--- src/rtl/peripheral_bus_master.sv ---
// rtl/peripheral_bus_master.sv - single-outstanding request to peripheral bus master with busy timeout
module peripheral_bus_master #(
  parameter logic [15:0] TIMEOUT_CYCLES = 16'd1024
) (
  input  logic        clk,
  input  logic        rst,

  input  logic        req_valid,
  output logic        req_ready,
  input  logic        req_write,
  input  logic [23:0] req_address,
  input  logic [3:0]  req_byteSelect,
  input  logic [31:0] req_dataWrite,

  output logic        rsp_valid,
  output logic [31:0] rsp_dataRead,
  output logic        rsp_error,

  output logic        peripheralBus_we,
  output logic        peripheralBus_oe,
  output logic [23:0] peripheralBus_address,
  output logic [3:0]  peripheralBus_byteSelect,
  output logic [31:0] peripheralBus_dataWrite,
  input  logic        peripheralBus_busy,
  input  logic [31:0] peripheralBus_dataRead,
  input  logic        requestOutput
);

  typedef enum logic [1:0] {
    S_IDLE,
    S_ACCESS,
    S_RESPOND
  } state_t;

  state_t      state;
  logic        write_q;
  logic [15:0] busy_count;
  logic [15:0] busy_count_next;
  logic        timeout_hit;

  // The counter value this busy cycle would leave behind; abort when it lands on the limit.
  assign busy_count_next = busy_count + 16'd1;
  assign timeout_hit     = (TIMEOUT_CYCLES != 16'd0) && (busy_count_next == TIMEOUT_CYCLES);

  // Ready only in IDLE and never while reset is held, so it rises as soon as reset lifts.
  assign req_ready = (state == S_IDLE) && rst;

  // Transaction sequencer: accept, drive the bus until the responder stops stalling, report once.
  always_ff @(posedge clk or negedge rst) begin
    if (!rst) begin
      state                    <= S_IDLE;
      write_q                  <= 1'b0;
      busy_count               <= 16'd0;
      rsp_valid                <= 1'b0;
      rsp_dataRead             <= 32'd0;
      rsp_error                <= 1'b0;
      peripheralBus_we         <= 1'b0;
      peripheralBus_oe         <= 1'b0;
      peripheralBus_address    <= 24'd0;
      peripheralBus_byteSelect <= 4'd0;
      peripheralBus_dataWrite  <= 32'd0;
    end else begin
      rsp_valid <= 1'b0;
      case (state)
        S_IDLE: begin
          if (req_valid) begin
            write_q                  <= req_write;
            peripheralBus_we         <= req_write;
            peripheralBus_oe         <= ~req_write;
            peripheralBus_address    <= req_address;
            peripheralBus_byteSelect <= req_byteSelect;
            peripheralBus_dataWrite  <= req_dataWrite;
            busy_count               <= 16'd0;
            state                    <= S_ACCESS;
          end
        end
        S_ACCESS: begin
          if (!peripheralBus_busy) begin
            // Completion takes priority over a timeout landing on the same edge.
            peripheralBus_we <= 1'b0;
            peripheralBus_oe <= 1'b0;
            rsp_valid        <= 1'b1;
            state            <= S_RESPOND;
            if (write_q) begin
              rsp_dataRead <= 32'd0;
              rsp_error    <= 1'b0;
            end else if (requestOutput) begin
              rsp_dataRead <= peripheralBus_dataRead;
              rsp_error    <= 1'b0;
            end else begin
              rsp_dataRead <= 32'hFFFF_FFFF;
              rsp_error    <= 1'b1;
            end
          end else if (timeout_hit) begin
            peripheralBus_we <= 1'b0;
            peripheralBus_oe <= 1'b0;
            rsp_valid        <= 1'b1;
            rsp_dataRead     <= 32'hFFFF_FFFF;
            rsp_error        <= 1'b1;
            busy_count       <= busy_count_next;
            state            <= S_RESPOND;
          end else begin
            busy_count <= busy_count_next;
          end
        end
        S_RESPOND: begin
          state <= S_IDLE;
        end
        default: begin
          state            <= S_IDLE;
          peripheralBus_we <= 1'b0;
          peripheralBus_oe <= 1'b0;
        end
      endcase
    end
  end

endmodule

--- config.mk ---
export PLATFORM = sky130hd
export DESIGN_NAME = peripheral_bus_master
export DESIGN_NICKNAME = d
export VERILOG_FILES = /design/src/rtl/peripheral_bus_master.sv
export SDC_FILE = /design/constraint.sdc
export NUM_CORES = 1
export LEC_CHECK = 0
export BUFFER_PORTS_ARGS = -buffer_cell sky130_fd_sc_hd__buf_2
export CORE_MARGIN = 5
export CORE_UTILIZATION = 53
export CTS_BUF_LIST = sky130_fd_sc_hd__clkbuf_4 sky130_fd_sc_hd__clkbuf_8 sky130_fd_sc_hd__clkbuf_16
export DETAILED_ROUTE_END_ITERATION = 8
export GPL_TIMING_DRIVEN = 0
export PLACE_DENSITY = 0.93
export SLEW_MARGIN = 10
export SYNTH_ARGS = -nofsm -noshare
export SYNTH_HDL_FRONTEND = slang
export SYNTH_SLANG_ARGS = --single-unit
--- constraint.sdc ---
create_clock -name clk -period 5.4 [get_ports clk]
set_clock_uncertainty 0.1 [all_clocks]
set_input_delay 0.27 -clock clk [delete_from_list [all_inputs] [get_ports clk]]
set_output_delay 0.27 -clock clk [all_outputs]
set_load 0.05 [all_outputs]
# Word level (Yosys, flattened, before mapping)
# Cells that the tools add are included.
# totals
regBits,115
latch_bits,0
mem_bits_rw,0
mem_bits_ro,0
in_bits,98
memories,0
# op_classes
n_addsub,1
mul,0
div_mod_pow,0
magnitude_cmp,0
eq_ne,7
shifts,0
n_mux,24
bitwise,2
reduce_logical,8
# ops
operator,n
2-to-1 mux 32 bit,4
2-to-1 mux 16 bit,2
case mux 16 bit (2 select lines),1
adder 16 x 1 -> 16 bit (second input constant),1
equality test 16 x 11 -> 1 bit (second input constant),1
2-to-1 mux 1 bit,11
2-to-1 mux 2 bit,3
case mux 1 bit (3 select lines),2
AND reduction 2 bit,3
AND reduction 3 bit,2
!= test 2 bit (second input constant),2
case mux 2 bit (2 select lines),1
!= test 3 bit (second input constant),1
equality test 2 x 1 -> 1 bit (second input constant),1
equality test 2 bit (second input constant),1
zero test 2 bit,1
!= test 2 x 1 -> 1 bit (second input constant),1
NOT 1 bit,2
nonzero test 2 bit,1
logical AND 1 bit,1

# Depth between registers and ports, before layout
# depth
word_depth,5
ltp_mapped,9
ltp_nobuf,7

# Worst setup path before layout
# No wires, ideal clock.
# synth_timing
kind,flip-flop to flip-flop
startpoint,register busy_count[0]
endpoint,register rsp_dataRead[14]
setup_ns,0.082
t_arrival_ns,2.086
required_time_ns,5.218
setup_slack_ns,3.132
stages_incl_launch_ff,10
n_path_buf,2
path_cell_list,dfrtp_1 > ha_1 > buf_2 > nand4_1 > or3_4 > a211oi_2 > a2bb2oi_2 > nand2_4 > buf_6 > a31oi_1
# synth_via
elab_chain_cells,4
# synth_rtl
item,line_no,text
"start, declared",37,logic [15:0] busy_count;
"start signal, assigned",100,busy_count <= busy_count_next;
"start signal, assigned",103,busy_count <= busy_count_next;
adder 16 x 1 -> 16 bit,42,assign busy_count_next = busy_count + 16'd1;
equality test 16 x 11 -> 1 bit,43,assign timeout_hit = (TIMEOUT_CYCLES != 16'd0) && (busy_count_next == TIMEOUT_CYCLES);
!= test 2 x 1 -> 1 bit (no source line),-,
AND reduction 2 bit (no source line),-,
"end signal, assigned",88,rsp_dataRead <= peripheralBus_dataRead;
"end, declared",16,"output logic [31:0] rsp_dataRead,"
# No other way between the ends.
# A chain may end at the register's enable or synchronous reset.

# Worst setup path after layout
# layout_timing
startpoint,register busy_count[0]
endpoint,register rsp_dataRead[9]
# The elaborated chain is that of the path after synthesis.

==> tab_implementation.tex <==
\begin{tabular}{lr}
\hline
Metric & Value \\
\hline
\multicolumn{2}{l}{\textbf{Run status}} \\
\quad Status & completed \\
\multicolumn{2}{l}{\textbf{Finish}} \\
\quad Commonest non-fill, non-tap cell in the layout & buf\_2 \\
\quad Most used cells in the layout excluding fill and tap cells & 196 x buf\_2, 115 x dfrtp\_1, 79 x o21ai\_0, 79 x dlygate4sd3\_1, 68 x inv\_1 \\
\quad Utilization after layout & 0.804 \\
\quad Fraction of layout instances using a drive strength above 1 & 0.382 \\
\quad Layout-stage area growth over the synthesis result & 49.0\% \\
\quad NumNets Final & 882 \\
\quad Fill cells & about 530 \\
\quad Count of non-filler cells in the finished layout & 930 \\
\multicolumn{2}{l}{\textbf{Floorplanning}} \\
\quad Rows & 36 \\
\quad Die span in x & roughly 110 µm \\
\quad Standard cell core area & about 9700 µm² \\
\quad Total Die Area & between 10000 and 15000 µm² \\
\quad IO Count & approximately 200 \\
\quad Initial core utilization & 0.539 \\
\quad Die Height & 110 µm \\
\multicolumn{2}{l}{\textbf{Yosys}} \\
\quad Syn Inst Count & around 490 \\
\quad Post-synthesis sequential area ratio & 0.548 \\
\quad Share of cell area taken by muxes after synthesis & 0.135 \\
\quad Area share of fa/ha/maj cells after synthesis & 0.00477 \\
\quad Area of the mapped netlist & about 5200 µm² \\
\quad YS warnings & 0 \\
\quad Synthesized net count & a little under 600 \\
\quad Count of flip-flops with a built-in enable after synthesis & 0 \\
\quad Count of distinct cell types in the synthesized netlist & 50 \\
\quad Ys flop type & dfrtp\_1 \\
\quad Fraction of the mapped netlist area in simple logic gates & 0.0680 \\
\quad Flip-flop and latch count after synthesis & between 100 and 150 \\
\quad Dominant combinational cell family by area after synthesis & compound AO/OA/AOI/OAI gates \\
\quad Share of async-settable or async-resettable flops after synthesis & 1.00 \\
\quad Average footprint of a synthesized cell & $\sim$11 µm² \\
\quad Xor and xnor area share after synthesis & 0.00334 \\
\quad Compound-gate portion of the synthesized area & 0.164 \\
\multicolumn{2}{l}{\textbf{STA}} \\
\quad Achievable Freq & $\sim$0.37 GHz \\
\quad Min Clock Period, post-route & 2.71 ns \\
\quad RSZ-0062 raised after global routing & false \\
\quad Remaining max-slew budget at the tightest pin & 0.550 \\
\quad Total count of max-transition violations in the final report & 0 \\
\quad Slew of the pin with the lowest slew margin & about 0.67 ns \\
\quad Final Hold Vio Count & 0 \\
\quad Endpoints failing setup & 0 \\
\quad Setup TNS Final & 0 ns \\
\quad Post-route fraction of the period consumed by the critical path & 0.502 \\
\multicolumn{2}{l}{\textbf{Setup path}} \\
\quad Capturing element type of the critical path & flip-flop \\
\quad Internal reg-to-reg setup slack & around 2.7 ns \\
\quad Critical R2R Capture & rsp\_dataRead[9] \\
\quad Critical path peak fanout & 10 \\
\quad Launch point of the worst reg-to-reg path & busy\_count[0] \\
\quad Data arrival at the endpoint of the critical path & 3.03 ns \\
\quad Critical path data required time & about 5.7 ns \\
\quad CP Launch Type & flip-flop \\
\quad Startpoint-to-endpoint class of the critical path & flip-flop to flip-flop \\
\quad Worst Reg2Reg Path Length in Cells & 9 \\
\multicolumn{2}{l}{\textbf{Global routing}} \\
\quad Maximum number of pins on one net before global-route repair & 93 \\
\quad Initial antenna violation count & 1 \\
\quad Fraction of met1 tracks used by global routing & 0.354 \\
\quad Vias in the first global route & 5776 \\
\quad Most used routing layer in global routing & met2 \\
\quad Global-route wire length before repair & slightly below 30000 µm \\
\quad Gr usage total & 0.323 \\
\quad Met3 demand-to-capacity share in global routing & 0.0869 \\
\quad Met2 Track Usage GR & 0.552 \\
\quad Global route total overflow & 0 \\
\multicolumn{2}{l}{\textbf{Drt}} \\
\quad Router iterations before antenna repair & 6 \\
\quad Post-route DRC & 0 \\
\quad Via count normalized by instance count & approximately 5.7 \\
\quad DRT antenna net count & 0 \\
\quad First-iteration detailed-routing DRC count & between 300 and 400 \\
\quad Post-Route WL & approximately 19000 µm \\
\quad Routed via count & approximately 5300 \\
\quad Routed wire length per instance & 19.9 µm \\
\multicolumn{2}{l}{\textbf{CTS}} \\
\quad CTS tree & yes \\
\quad Bufs on Longest Clock Path & 2 \\
\quad Clock latency on the worst-skew pair & between 0.5 and 0.6 ns \\
\quad Total number of H-tree levels & 4 \\
\quad Number of buffers created by CTS & 17 \\
\quad Clock slew at reported path FFs & about 0.060 ns \\
\quad Clock sink count & around 120 \\
\quad Clock root cell & clkbuf\_8 \\
\multicolumn{2}{l}{\textbf{Hold path}} \\
\quad Hold path cells & 5 \\
\quad Destination of the worst hold path & rsp\_dataRead[8] \\
\quad Hold\_sp & peripheralBus\_dataRead[8] \\
\quad Kind of path behind the tightest hold check & input pin to flip-flop \\
\multicolumn{2}{l}{\textbf{Pwr}} \\
\quad Total power density per cell area & 643 nW/µm² \\
\quad Peak VDD IR & between 0.0005 and 0.0006 V \\
\quad Lkg Pwr & about 0.0038 µW \\
\multicolumn{2}{l}{\textbf{Placed design}} \\
\quad HPWL after detailed placement & approximately 10000 µm \\
\quad Port buffer count & approximately 190 \\
\quad Weighted congestion at the end of routability-driven global placement & between 0.9 and 1 \\
\quad Placed cell count & approximately 820 \\
\multicolumn{2}{l}{\textbf{Flow run}} \\
\quad MaxCap Viol Count & 0 \\
\hline
\end{tabular}
critical path, stage by stage (launching register included):
cell	delay, ns
dfrtp_1	0.48
ha_1	0.18
buf_2	0.17
nand4_1	0.18
nor4_1	0.32
xor2_1	0.15
nor4_2	0.40
nand2_4	0.17
buf_6	0.18
a31oi_1	0.27
worst max path at each step:
stage             startpoint  depth (start not counted)  slack (ns)               end
6_report       busy_count[0]                          9        2.69   rsp_dataRead[9]
2_1_floorplan  busy_count[0]                          9        3.13  rsp_dataRead[14]
5_1_grt        busy_count[0]                          9        2.49   rsp_dataRead[9]
3_3_place_gp             rst                          3        2.29         req_ready
4_1_cts        busy_count[0]                          9        2.80  rsp_dataRead[14]
3_5_place_dp   busy_count[0]                          9        2.83  rsp_dataRead[12]
synthesized netlist by cell type, drive strengths merged, types with 2 or more instances:
cell,number,area [µm²]
and2,2,12.5
or3,3,23.8
nor4,5,43.8
a22o,3,26.3
nand3,7,40.0
nand4,6,43.8
mux2i,2,20.0
dfrtp,115,2880
o21ai,81,405
nor3b,2,15.0
ha,2,25.0
nor2,11,41.3
o22ai,2,12.5
clkbuf,24,90.1
a21o,3,22.5
mux2,61,687
a31oi,37,231
o31ai,6,45.0
nor3,2,15.0
nand2,13,56.3
a21oi,7,35.0
nand2b,3,18.8
buf,7,56.3
inv,68,255
per-stage QoR:
| step | power [µW] | instance area, µm² | hold slack [ns] | setup slack [ns] |
|---|---|---|---|---|
| floorplan | 3110 | 5250 | -0.126 | 3.13 |
| global placement | 3620 | 6380 | 0.385 | 2.29 |
| detailed placement | 3710 | 6420 | 0.0393 | 2.83 |
| CTS | 4910 | 7810 | 0.00378 | 2.80 |
| global route | 5210 | 7820 | 0.0308 | 2.49 |
| finish | 5030 | 7820 | 0.0155 | 2.69 |
state kept, by name (all words and copies together) (netlist names):
| signal | flops |
|---|---|
| busy_count | 16 |
| peripheralBus_address | 24 |
| peripheralBus_byteSelect | 4 |
| peripheralBus_dataWrite | 32 |
| peripheralBus_oe | 1 |
| peripheralBus_we | 1 |
| rsp_dataRead | 32 |
| rsp_error | 1 |
| rsp_valid | 1 |
| state | 2 |
| write_q | 1 |
layer usage:
metal / vias to the layer above / share of wire
met5: - / 0
met4: 0 / 0.054
met3: 83 / 0.073
met2: 314 / 0.53
met1: 2582 / 0.35
li1: 2303 / -
where the power goes:
group / leakage, µW / total, µW / switching, µW / internal [µW]
clock network: 0.000293 / 1160 / 420 / 744
logic: 0.00208 / 2390 / 1780 / 612
registers: 0.00141 / 1470 / 263 / 1200
layout make-up:
class                      count  area, µm²  share of cell area
sequential                   115       2880               0.368
multi-input combinational    275       1970               0.252
timing repair buffer         274       1800               0.230
clock buffer                  17        414              0.0530
inverter                      68        255              0.0326
clock inverter                15        190              0.0243
tap                          133        166              0.0213
buffer                        31        146              0.0187
antenna                        2       5.00            0.000640
kinds of logic after synthesis:
kind of cell	after synthesis
XOR/XNOR	2
buffers and inverters	99
AO/OA/AOI/OAI	148
flip-flops	115
adder cells (fa/ha/maj)	2
multiplexers	63
AND/OR/NAND/NOR	60
repair_timing:
item	in CTS	in global routing
setup buffers	0	0
gates resized for setup	0	0
endpoints found under the hold margin	193	0
hold buffers	79	0
Power figures use the tool's default switching activity.
